## config.mk

```make
export PLATFORM = sky130hd
export DESIGN_NAME = if_fetch
export DESIGN_NICKNAME = d
export VERILOG_FILES = /design/src/rtl/if_fetch.sv
export SDC_FILE = /design/constraint.sdc
export NUM_CORES = 1
export LEC_CHECK = 0
export ABC_AREA = 1
export CORE_ASPECT_RATIO = 0.75
export CORE_MARGIN = 2
export CORE_UTILIZATION = 35
export CTS_CLUSTER_DIAMETER = 100
export CTS_CLUSTER_SIZE = 20
export DETAILED_ROUTE_END_ITERATION = 7
export GPL_TIMING_DRIVEN = 1
export HOLD_SLACK_MARGIN = 0.15
export PLACE_DENSITY = 0.63
export SYNTH_ARGS = -nofsm -noshare
export SYNTH_HDL_FRONTEND = slang
export SYNTH_SLANG_ARGS = --single-unit
```

## constraint.sdc

```tcl
create_clock -name clk -period 2.7 [get_ports clk]
set_input_delay 0.54 -clock clk [delete_from_list [all_inputs] [get_ports clk]]
set_output_delay 0.54 -clock clk [all_outputs]
set_load 0.005 [all_outputs]
```

## src/rtl/if_fetch.sv

```systemverilog
// if_fetch: owns the PC, issues instruction fetches, queues returned
// instructions in order for decode, and flushes on execute redirects.
module if_fetch #(
    parameter logic [63:0] RESET_PC = 64'h0000_0000_8000_0000,
    parameter int unsigned DEPTH    = 2
) (
    input  logic        clk,
    input  logic        rst_n,
    output logic        imem_req_valid,
    input  logic        imem_req_ready,
    output logic [63:0] imem_req_addr,
    input  logic        imem_resp_valid,
    input  logic [31:0] imem_resp_data,
    input  logic        redirect_valid,
    input  logic [63:0] redirect_pc,
    output logic        id_valid,
    input  logic        id_ready,
    output logic [31:0] id_inst,
    output logic [63:0] id_pc,
    output logic        fetch_idle
);

    localparam int unsigned PW = $clog2(DEPTH);
    localparam int unsigned CW = PW + 1;
    localparam int unsigned DW = 8;

    localparam logic [PW-1:0] P_ONE  = PW'(1);
    localparam logic [CW-1:0] C_ONE  = CW'(1);
    localparam logic [CW-1:0] C_FULL = CW'(DEPTH);
    localparam logic [DW-1:0] D_ONE  = DW'(1);

    logic             run_q;
    logic [63:0]      pc_q, pc_d;
    logic [PW-1:0]    head_q, head_d;
    logic [PW-1:0]    tail_q, tail_d;
    logic [PW-1:0]    fptr_q, fptr_d;
    logic [CW-1:0]    cnt_q, cnt_d;
    logic [DW-1:0]    drop_q, drop_d;
    logic [DEPTH-1:0] alloc_q, alloc_d;
    logic [DEPTH-1:0] fill_q, fill_d;
    logic [63:0]      spc_q [DEPTH];
    logic [63:0]      spc_d [DEPTH];
    logic [31:0]      sinst_q [DEPTH];
    logic [31:0]      sinst_d [DEPTH];

    logic [CW-1:0]    pend;
    logic [DW-1:0]    drop_sum;
    logic             push, pop, fill_hit;

    // Slots whose request is out but whose data has not come back yet
    always_comb begin
        pend = '0;
        for (int i = 0; i < DEPTH; i++) begin
            if (alloc_q[i] && !fill_q[i]) begin
                pend = pend + C_ONE;
            end
        end
    end

    assign imem_req_valid = run_q && !redirect_valid && (cnt_q < C_FULL);
    assign imem_req_addr  = pc_q;

    assign id_valid   = !redirect_valid && alloc_q[head_q] && fill_q[head_q];
    assign id_inst    = sinst_q[head_q];
    assign id_pc      = spc_q[head_q];
    assign fetch_idle = (drop_q == '0) && (cnt_q == '0);

    assign push     = imem_req_valid && imem_req_ready;
    assign pop      = id_valid && id_ready;
    assign fill_hit = imem_resp_valid && (drop_q == '0) &&
                      alloc_q[fptr_q] && !fill_q[fptr_q];

    always_comb begin
        pc_d     = pc_q;
        head_d   = head_q;
        tail_d   = tail_q;
        fptr_d   = fptr_q;
        cnt_d    = cnt_q;
        drop_d   = drop_q;
        alloc_d  = alloc_q;
        fill_d   = fill_q;
        spc_d    = spc_q;
        sinst_d  = sinst_q;
        drop_sum = drop_q + DW'(pend);
        if (redirect_valid) begin
            pc_d    = {redirect_pc[63:2], 2'b00};
            head_d  = '0;
            tail_d  = '0;
            fptr_d  = '0;
            cnt_d   = '0;
            alloc_d = '0;
            fill_d  = '0;
            // A response landing now belongs to a flushed slot
            if (imem_resp_valid && drop_sum != '0) begin
                drop_d = drop_sum - D_ONE;
            end else begin
                drop_d = drop_sum;
            end
        end else begin
            if (pop) begin
                alloc_d[head_q] = 1'b0;
                fill_d[head_q]  = 1'b0;
                head_d          = head_q + P_ONE;
            end
            if (imem_resp_valid && drop_q != '0) begin
                drop_d = drop_q - D_ONE;
            end else if (fill_hit) begin
                fill_d[fptr_q]  = 1'b1;
                sinst_d[fptr_q] = imem_resp_data;
                fptr_d          = fptr_q + P_ONE;
            end
            if (push) begin
                alloc_d[tail_q] = 1'b1;
                fill_d[tail_q]  = 1'b0;
                spc_d[tail_q]   = pc_q;
                tail_d          = tail_q + P_ONE;
                pc_d            = pc_q + 64'd4;
            end
            if (push && !pop) begin
                cnt_d = cnt_q + C_ONE;
            end else if (pop && !push) begin
                cnt_d = cnt_q - C_ONE;
            end
        end
    end

    always_ff @(posedge clk or negedge rst_n) begin
        if (!rst_n) begin
            run_q   <= 1'b0;
            pc_q    <= {RESET_PC[63:2], 2'b00};
            head_q  <= '0;
            tail_q  <= '0;
            fptr_q  <= '0;
            cnt_q   <= '0;
            drop_q  <= '0;
            alloc_q <= '0;
            fill_q  <= '0;
            for (int i = 0; i < DEPTH; i++) begin
                spc_q[i]   <= '0;
                sinst_q[i] <= '0;
            end
        end else begin
            run_q   <= 1'b1;
            pc_q    <= pc_d;
            head_q  <= head_d;
            tail_q  <= tail_d;
            fptr_q  <= fptr_d;
            cnt_q   <= cnt_d;
            drop_q  <= drop_d;
            alloc_q <= alloc_d;
            fill_q  <= fill_d;
            spc_q   <= spc_d;
            sinst_q <= sinst_d;
        end
    end

endmodule

```

==> out/qor.yml, run 1 <==
die-area_sq_mm: 0.0423
finalInstanceArea_sq_mm: 0.0183
grt_pass1_wl_um: 73500
overflow: 0
track_usage: 0.224
synth.most_common_cell: "nand2_1"
swShare: 0.329
drt_iter0_markers: 1315
ys_warn_count: 0
post-route-period-util: 0.983
die_width_um: 237
wl_met3_um: 3960
worstMarginPinSlew_ns: 0.724
nets: 2212
path_class: "register to output pin"
fin_ws_ns: 0.0463
hold_class: "input pin to register"
synth-edff-count: 0
numCtsBuffers: 17
place_ws_ns: -0.0116
power_density_mw_per_mm2: 609
worst_ep_required_time_ns: 2.16
sequentialPowerShare: 0.474
period_needed_ns: 2.65
p_leak_nw: 8.57
synth_cell_types: 49
place.gp.congestion: 0.938
top_layer: "met5"
cp.arrival_ns: 2.11
cts_sinks: 268
drc: 0
viasPerCell: 5.08
fmax_ghz: 0.377
intPower_w: 0.00749
wl_met1_um: 22700
drtPass1Iterations: 6
syn2layout_area_growth_pct: 28.8
vias: 13345
grt_max_degree: 79
ys_ff_latch: 268
relSlewSlack: 0.517
syn_avg_cell_area_sq_um: 7.68
grt_antenna_before_repair: 3
p_sw_w: 0.00366
cts_root_buf: "clkbuf_16"
placementRows: 63
p_comb_frac: 0.294
htree_levels: 1
end_kind: "output pin"
port_buffers: 258
drt-total-wl_um: 48700
worst_skew_pair.late_latency_ns: 0.52
clockBufferDepth: 3
synth_area_sq_mm: 0.0142
dp_hpwl_um: 35100
core-area_sq_mm: 0.0398
place_area_sq_mm: 0.0175
tritoncts: "yes"
skew_ns: 0.0233
dr_wl_met2_um: 21100
drive_gt1_frac: 0.0964
top_level_ports: 265
start_kind: "register"
crit_fanout: 23
finalCoreUtilization: 0.460
synth-async-reset-ratio: 1.00
ir_drop_v: 0.000481
hold_viol: 0
drv_slew: 0
start_util: 0.357
cap_violations: 0
synthDominantCellAreaShare: 0.470
setup_viol: 0
ys_seq_area_frac: 0.472
rsz0062_at_grt: "yes"
yosysTopAreaCell: "dfrtp_1"
clkTransAtPathRegs_ns: 0.09
wl_per_cell_um: 18.5
power_frac_clock: 0.232
synthTopCellsByCount: "708 x nand2_1, 267 x dfrtp_1, 142 x inv_1"
first_global_vias: 12641
synthTopCellsByArea: "dfrtp_1 47%, nand2_1 19%, o21ai_0 4.9%"
drtAntennaViolNets: 0
total_power_w: 0.0112
ys.flop_type: "dfrtp_1"
netlist_instances: 1852
fp.dieH_um: 179
status: "finished, final reports clean"
-- state kept, by name, indices dropped and copies added, names as in the netlist --
| register | cells |
|---|---|
| imem_req_addr | 62 |
| cnt_q | 2 |
| fill_q | 2 |
| fptr_q | 1 |
| run_q | 1 |
| spc_q | 124 |
| alloc_q | 2 |
| tail_q | 1 |
| head_q | 1 |
| sinst_q | 64 |
| drop_q | 8 |
-- metal layers --
| metal | up-vias | track usage |
|---|---|---|
| met4 | 2 | 0.0430 |
| met1 | 6461 | 0.335 |
| met3 | 42 | 0.0458 |
| met5 | - | 0 |
| met2 | 447 | 0.334 |
| li1 | 6393 | - |
-- worst paths after layout --
kind                                               from  slack, ns  cells past startpoint                 endpoint
worst max-delay path                 head_q$_DFFE_PN0P_       0.05                      5                 id_pc[5]
worst min-delay path                     redirect_valid       0.44                      5     alloc_q[0]$_DFF_PN0_
worst max register to register     alloc_q[1]$_DFF_PN0_       0.13                     17    drop_q[4]$_DFFE_PN0P_
worst min register to register  sinst_q[59]$_DFFE_PN0P_       0.49                      2  sinst_q[59]$_DFFE_PN0P_
max in group asynchronous                         rst_n       1.31                      3    spc_q[66]$_DFFE_PN0P_
min in group asynchronous                         rst_n       0.59                      2    drop_q[4]$_DFFE_PN0P_
-- area by class of cell --
type / count / area (sq um)
multi-input cells: 1335 / 6580
diodes: 2 / 5.00
repair buffers: 319 / 3270
well taps: 520 / 651
fillers: 3902 / 21500
clock inverters: 1 / 16.3
clock buffers: 22 / 444
flip-flops and latches: 268 / 6710
inverters: 160 / 627
-- cell usage in the layout, fill, tap and decap left out, types with 44 or more instances in the layout --
cell type / instances
nand3_1: 56
buf_4: 44
o21ai_0: 140
inv_1: 138
o21ai_1: 64
a22oi_1: 48
nand2_1: 700
nor2_1: 78
xor2_1: 51
clkdlybuf4s50_1: 252
dfrtp_1: 266
-- cells by family after synthesis --
family	after synthesis	synth area share
AOI/OAI and AO/OA	306	0.125
xor gates and xnor gates	52	0.0320
adders and majority gates	9	0.00845
buffers and inverters	252	0.0742
DFF	268	0.472
other	2	0.000528
and+or+nand+nor	963	0.288
-- metrics by stage --
stage | TNS (ns) | instances | hold WS (ns)
5_1_grt | -0.208 | 2626 | 0.482
3_5_place_dp | -0.0116 | 2592 | 0.468
2_1_floorplan | 0 | 1855 | 0.244
4_1_cts | 0 | 2616 | 0.444
6_report | 0 | 2627 | 0.443
3_3_place_gp | 0 | 2592 | 0.465
-- critical path, stage by stage (launching register included) --
cell and delay [ns]:
dfrtp_4 0.57, clkinv_8 0.13, buf_12 0.17, nand2_1 0.07
nand2_1 0.12, clkdlybuf4s50_1 0.52
-- repair_timing --
item                                    4_1_cts  5_1_grt
pin swaps                                     0       18
gates resized for setup                      13       41
buffers inserted                              0        6
endpoints found under the hold margin        71        0
hold buffers                                  1        0
gates cloned                                  0        3
endpoints found under the setup margin       43       50
-- power by group through the flow --
stage,Clock [W],Sequential (W),Combinational (W)
after detailed placement,0,0.00534,0.00322
after global routing,0.00280,0.00538,0.00368
after floorplan,0,0.00521,0.00157
after global placement,0,0.00532,0.00317
final,0.00258,0.00529,0.00328
after CTS,0.00266,0.00527,0.00325
Note: power is estimated with default switching activity, not from simulation.
==> run 2: changes to the inputs <==
Settings changed: PLACE_DENSITY 0.63 to 0.65.
Clock period 2.7 ns to 2.4 ns, I/O delays scaled along.
==> run 2 against run 1 <==
Against the previous run:
- critical path type is now register to register
- hold slack improved by 0.010 ns
- die area unchanged
- power increased by 12%
- sequential share of layout area decreased by 1.6 points
- largest cell class unchanged
- first-iteration DRC count increased by 12%
- highest routed layer unchanged
- global-route usage increased by 0.49 points
- worst setup slack got worse by 0.18 ns
- combinational power increased by 11%
- the run now ends with negative setup slack left
==> out/qor.yml, run 2 (synthesis gave the netlist of run 1 again) <==
status: "finished, violations left"  # was finished, final reports clean
violations: "negative setup slack"
end_kind: "register"  # was output pin
cap_violations: 0  # unchanged
grt_max_degree: 123  # was 79
drtAntennaViolNets: 0  # unchanged
hold_viol: 0  # unchanged
p_sw_w: 0.00417  # was 0.00366 W
start_util: 0.357  # unchanged
finalCoreUtilization: 0.482  # was 0.460
overflow: 0  # unchanged
nets: 2279  # was 2212
swShare: 0.333  # was 0.329
start_kind: "register"  # unchanged
dp_hpwl_um: 34900  # was 35100 um
total_power_w: 0.0125  # was 0.0112 W
drv_slew: 0  # unchanged
worst_ep_required_time_ns: 2.80  # was 2.16 ns
hold_class: "input pin to asynchronous set/reset pin"  # was input pin to register
track_usage: 0.229  # was 0.224
intPower_w: 0.00833  # was 0.00749 W
p_comb_frac: 0.290  # was 0.294
post-route-period-util: 1.06
sequentialPowerShare: 0.478  # was 0.474
numCtsBuffers: 17  # unchanged
cp.arrival_ns: 2.93  # was 2.11 ns
largest_reg_flops: 124  # unchanged
grt_pass1_wl_um: 75100  # was 73500 um
place.gp.congestion: 0.962  # was 0.938
final_cell_mix: "688 x nand2_1, 264 x dfrtp_1, 160 x clkdlybuf4s50_1"  # was 700 x nand2_1, 266 x dfrtp_1, 252 x clkdlybuf4s50_1
drc: 0  # unchanged
fillCellCount: 3853  # was 3902
r2r-start: "alloc_q[1]$_DFF_PN0_"  # unchanged
worstMarginPinSlew_ns: 0.646  # was 0.724 ns
port_buffers: 258  # unchanged
hold_slack_ns: 0.453  # was 0.443 ns
setup_tns_ns: -0.937  # was 0 ns
cts_sinks: 268  # unchanged
skew_ns: 0.0313  # was 0.0233 ns
ir_drop_v: 0.000412  # was 0.000481 V
drt_iter0_markers: 1476  # was 1315
path_class: "register to register"  # was register to output pin
period_needed_ns: 2.53
vias: 13861  # was 13345
drive_gt1_frac: 0.143  # was 0.0964
r2r_setup_slack_ns: -0.13  # was 0.13 ns
fp.dieH_um: 179  # unchanged
top_level_ports: 265  # unchanged
place_ws_ns: -0.271  # was -0.0116 ns
viasPerCell: 5.15  # was 5.08
grt_use_met2: 0.339  # was 0.334
die_width_um: 237  # unchanged
placementRows: 63  # unchanged
htree_levels: 1  # unchanged
die-area_sq_mm: 0.0423  # unchanged
rsz0062_at_grt: "yes"  # unchanged
power_density_mw_per_mm2: 652  # was 609 mW/mm^2
core-area_sq_mm: 0.0398  # unchanged
relSlewSlack: 0.569  # was 0.517
use_met1: 0.342  # was 0.335
top_register: "spc_q"  # unchanged
fmax_ghz: 0.395
r2r_end: "drop_q[3]$_DFFE_PN0P_"  # was drop_q[4]$_DFFE_PN0P_
gr-usage-met3: 0.0492  # was 0.0458
wl_per_cell_um: 19.2  # was 18.5 um
drtPass1Iterations: 5  # was 6
cts_root_buf: "clkbuf_16"  # unchanged
drt-total-wl_um: 51700  # was 48700 um
power_frac_clock: 0.231  # was 0.232
tritoncts: "yes"  # unchanged
fin_ws_ns: -0.133  # was 0.0463 ns
final_common_cell: "nand2_1"  # unchanged
clockBufferDepth: 3  # unchanged
crit_fanout: 5  # was 23
worst_skew_pair.late_latency_ns: 0.53  # was 0.52 ns
first_global_vias: 12996  # was 12641
worstRegToRegCells: 16  # was 17
grt_antenna_before_repair: 3  # unchanged
p_leak_nw: 9.89  # was 8.57 nW
grt.busiest_layer: "met1"  # unchanged
clkTransAtPathRegs_ns: 0.10  # was 0.09 ns
setup_viol: 10  # was 0
syn2layout_area_growth_pct: 34.8  # was 28.8%
## run 2: layout make-up
type	count	area [sq um]	area share
sequential	268	6710	0.350
multi-input combinational	1335	6640	0.346
timing repair buffer	385	4060	0.212
tap	520	651	0.0339
inverter	160	624	0.0326
clock buffer	22	444	0.0232
timing repair inverter	1	20.0	0.00104
clock inverter	1	16.3	0.000849
antenna	2	5.00	0.000261
## run 2: how the worst max path moves through the flow
stage | start | endpoint | cells after the start
after floorplan | alloc_q[0]$_DFF_PN0_ | drop_q[6]$_DFFE_PN0P_ | 18
after global placement | alloc_q[1]$_DFF_PN0_ | drop_q[7]$_DFFE_PN0P_ | 17
after detailed placement | alloc_q[1]$_DFF_PN0_ | drop_q[7]$_DFFE_PN0P_ | 17
after CTS | head_q$_DFFE_PN0P_ | id_pc[6] | 4
after global routing | alloc_q[1]$_DFF_PN0_ | drop_q[5]$_DFFE_PN0P_ | 18
final | alloc_q[1]$_DFF_PN0_ | drop_q[3]$_DFFE_PN0P_ | 16
## run 2: metal layers
metal  routed length (um)  up-vias
met3                 4500       62
met5                   22        -
met1                23900     6692
met2                22200      564
li1                     -     6539
met4                 1080        4
## run 2: power by group through the flow
stage | registers (W) | logic, W | clock network, W
after floorplan | 0.00586 | 0.00177 | 0
after global placement | 0.00600 | 0.00365 | 0
after detailed placement | 0.00603 | 0.00369 | 0
after CTS | 0.00595 | 0.00369 | 0.00297
after global routing | 0.00608 | 0.00406 | 0.00312
final | 0.00598 | 0.00363 | 0.00289
## run 2: timing repair
action | 4_1_cts | 5_1_grt
gates resized for setup | 95 | 155
cloned | 3 | 13
setup endpoints to repair | 104 | 84
pin swaps | 16 | 17
hold buffers | 1 | 0
hold endpoints to repair | 47 | 0
buffers inserted | 23 | 23
## run 2: critical path: stages, from the launching register on
cell and delay [ns]:
dfrtp_1 0.41, inv_2 0.09, nor2_4 0.04, ha_4 0.27
ha_4 0.13, inv_2 0.03, fa_2 0.38, inv_2 0.11
nand2_4 0.07, o21ai_2 0.15, nand2_2 0.09, nor2_4 0.13
nand3_4 0.10, nand2_4 0.12, o21ai_1 0.08, a21oi_1 0.15
nor2_1 0.06
## run 2: per-stage QoR
step | std cells | cell area (sq um)
2_1_floorplan | 1855 | 14200
3_3_place_gp | 2611 | 17700
3_5_place_dp | 2611 | 17700
4_1_cts | 2661 | 18600
5_1_grt | 2692 | 19200
6_report | 2694 | 19200
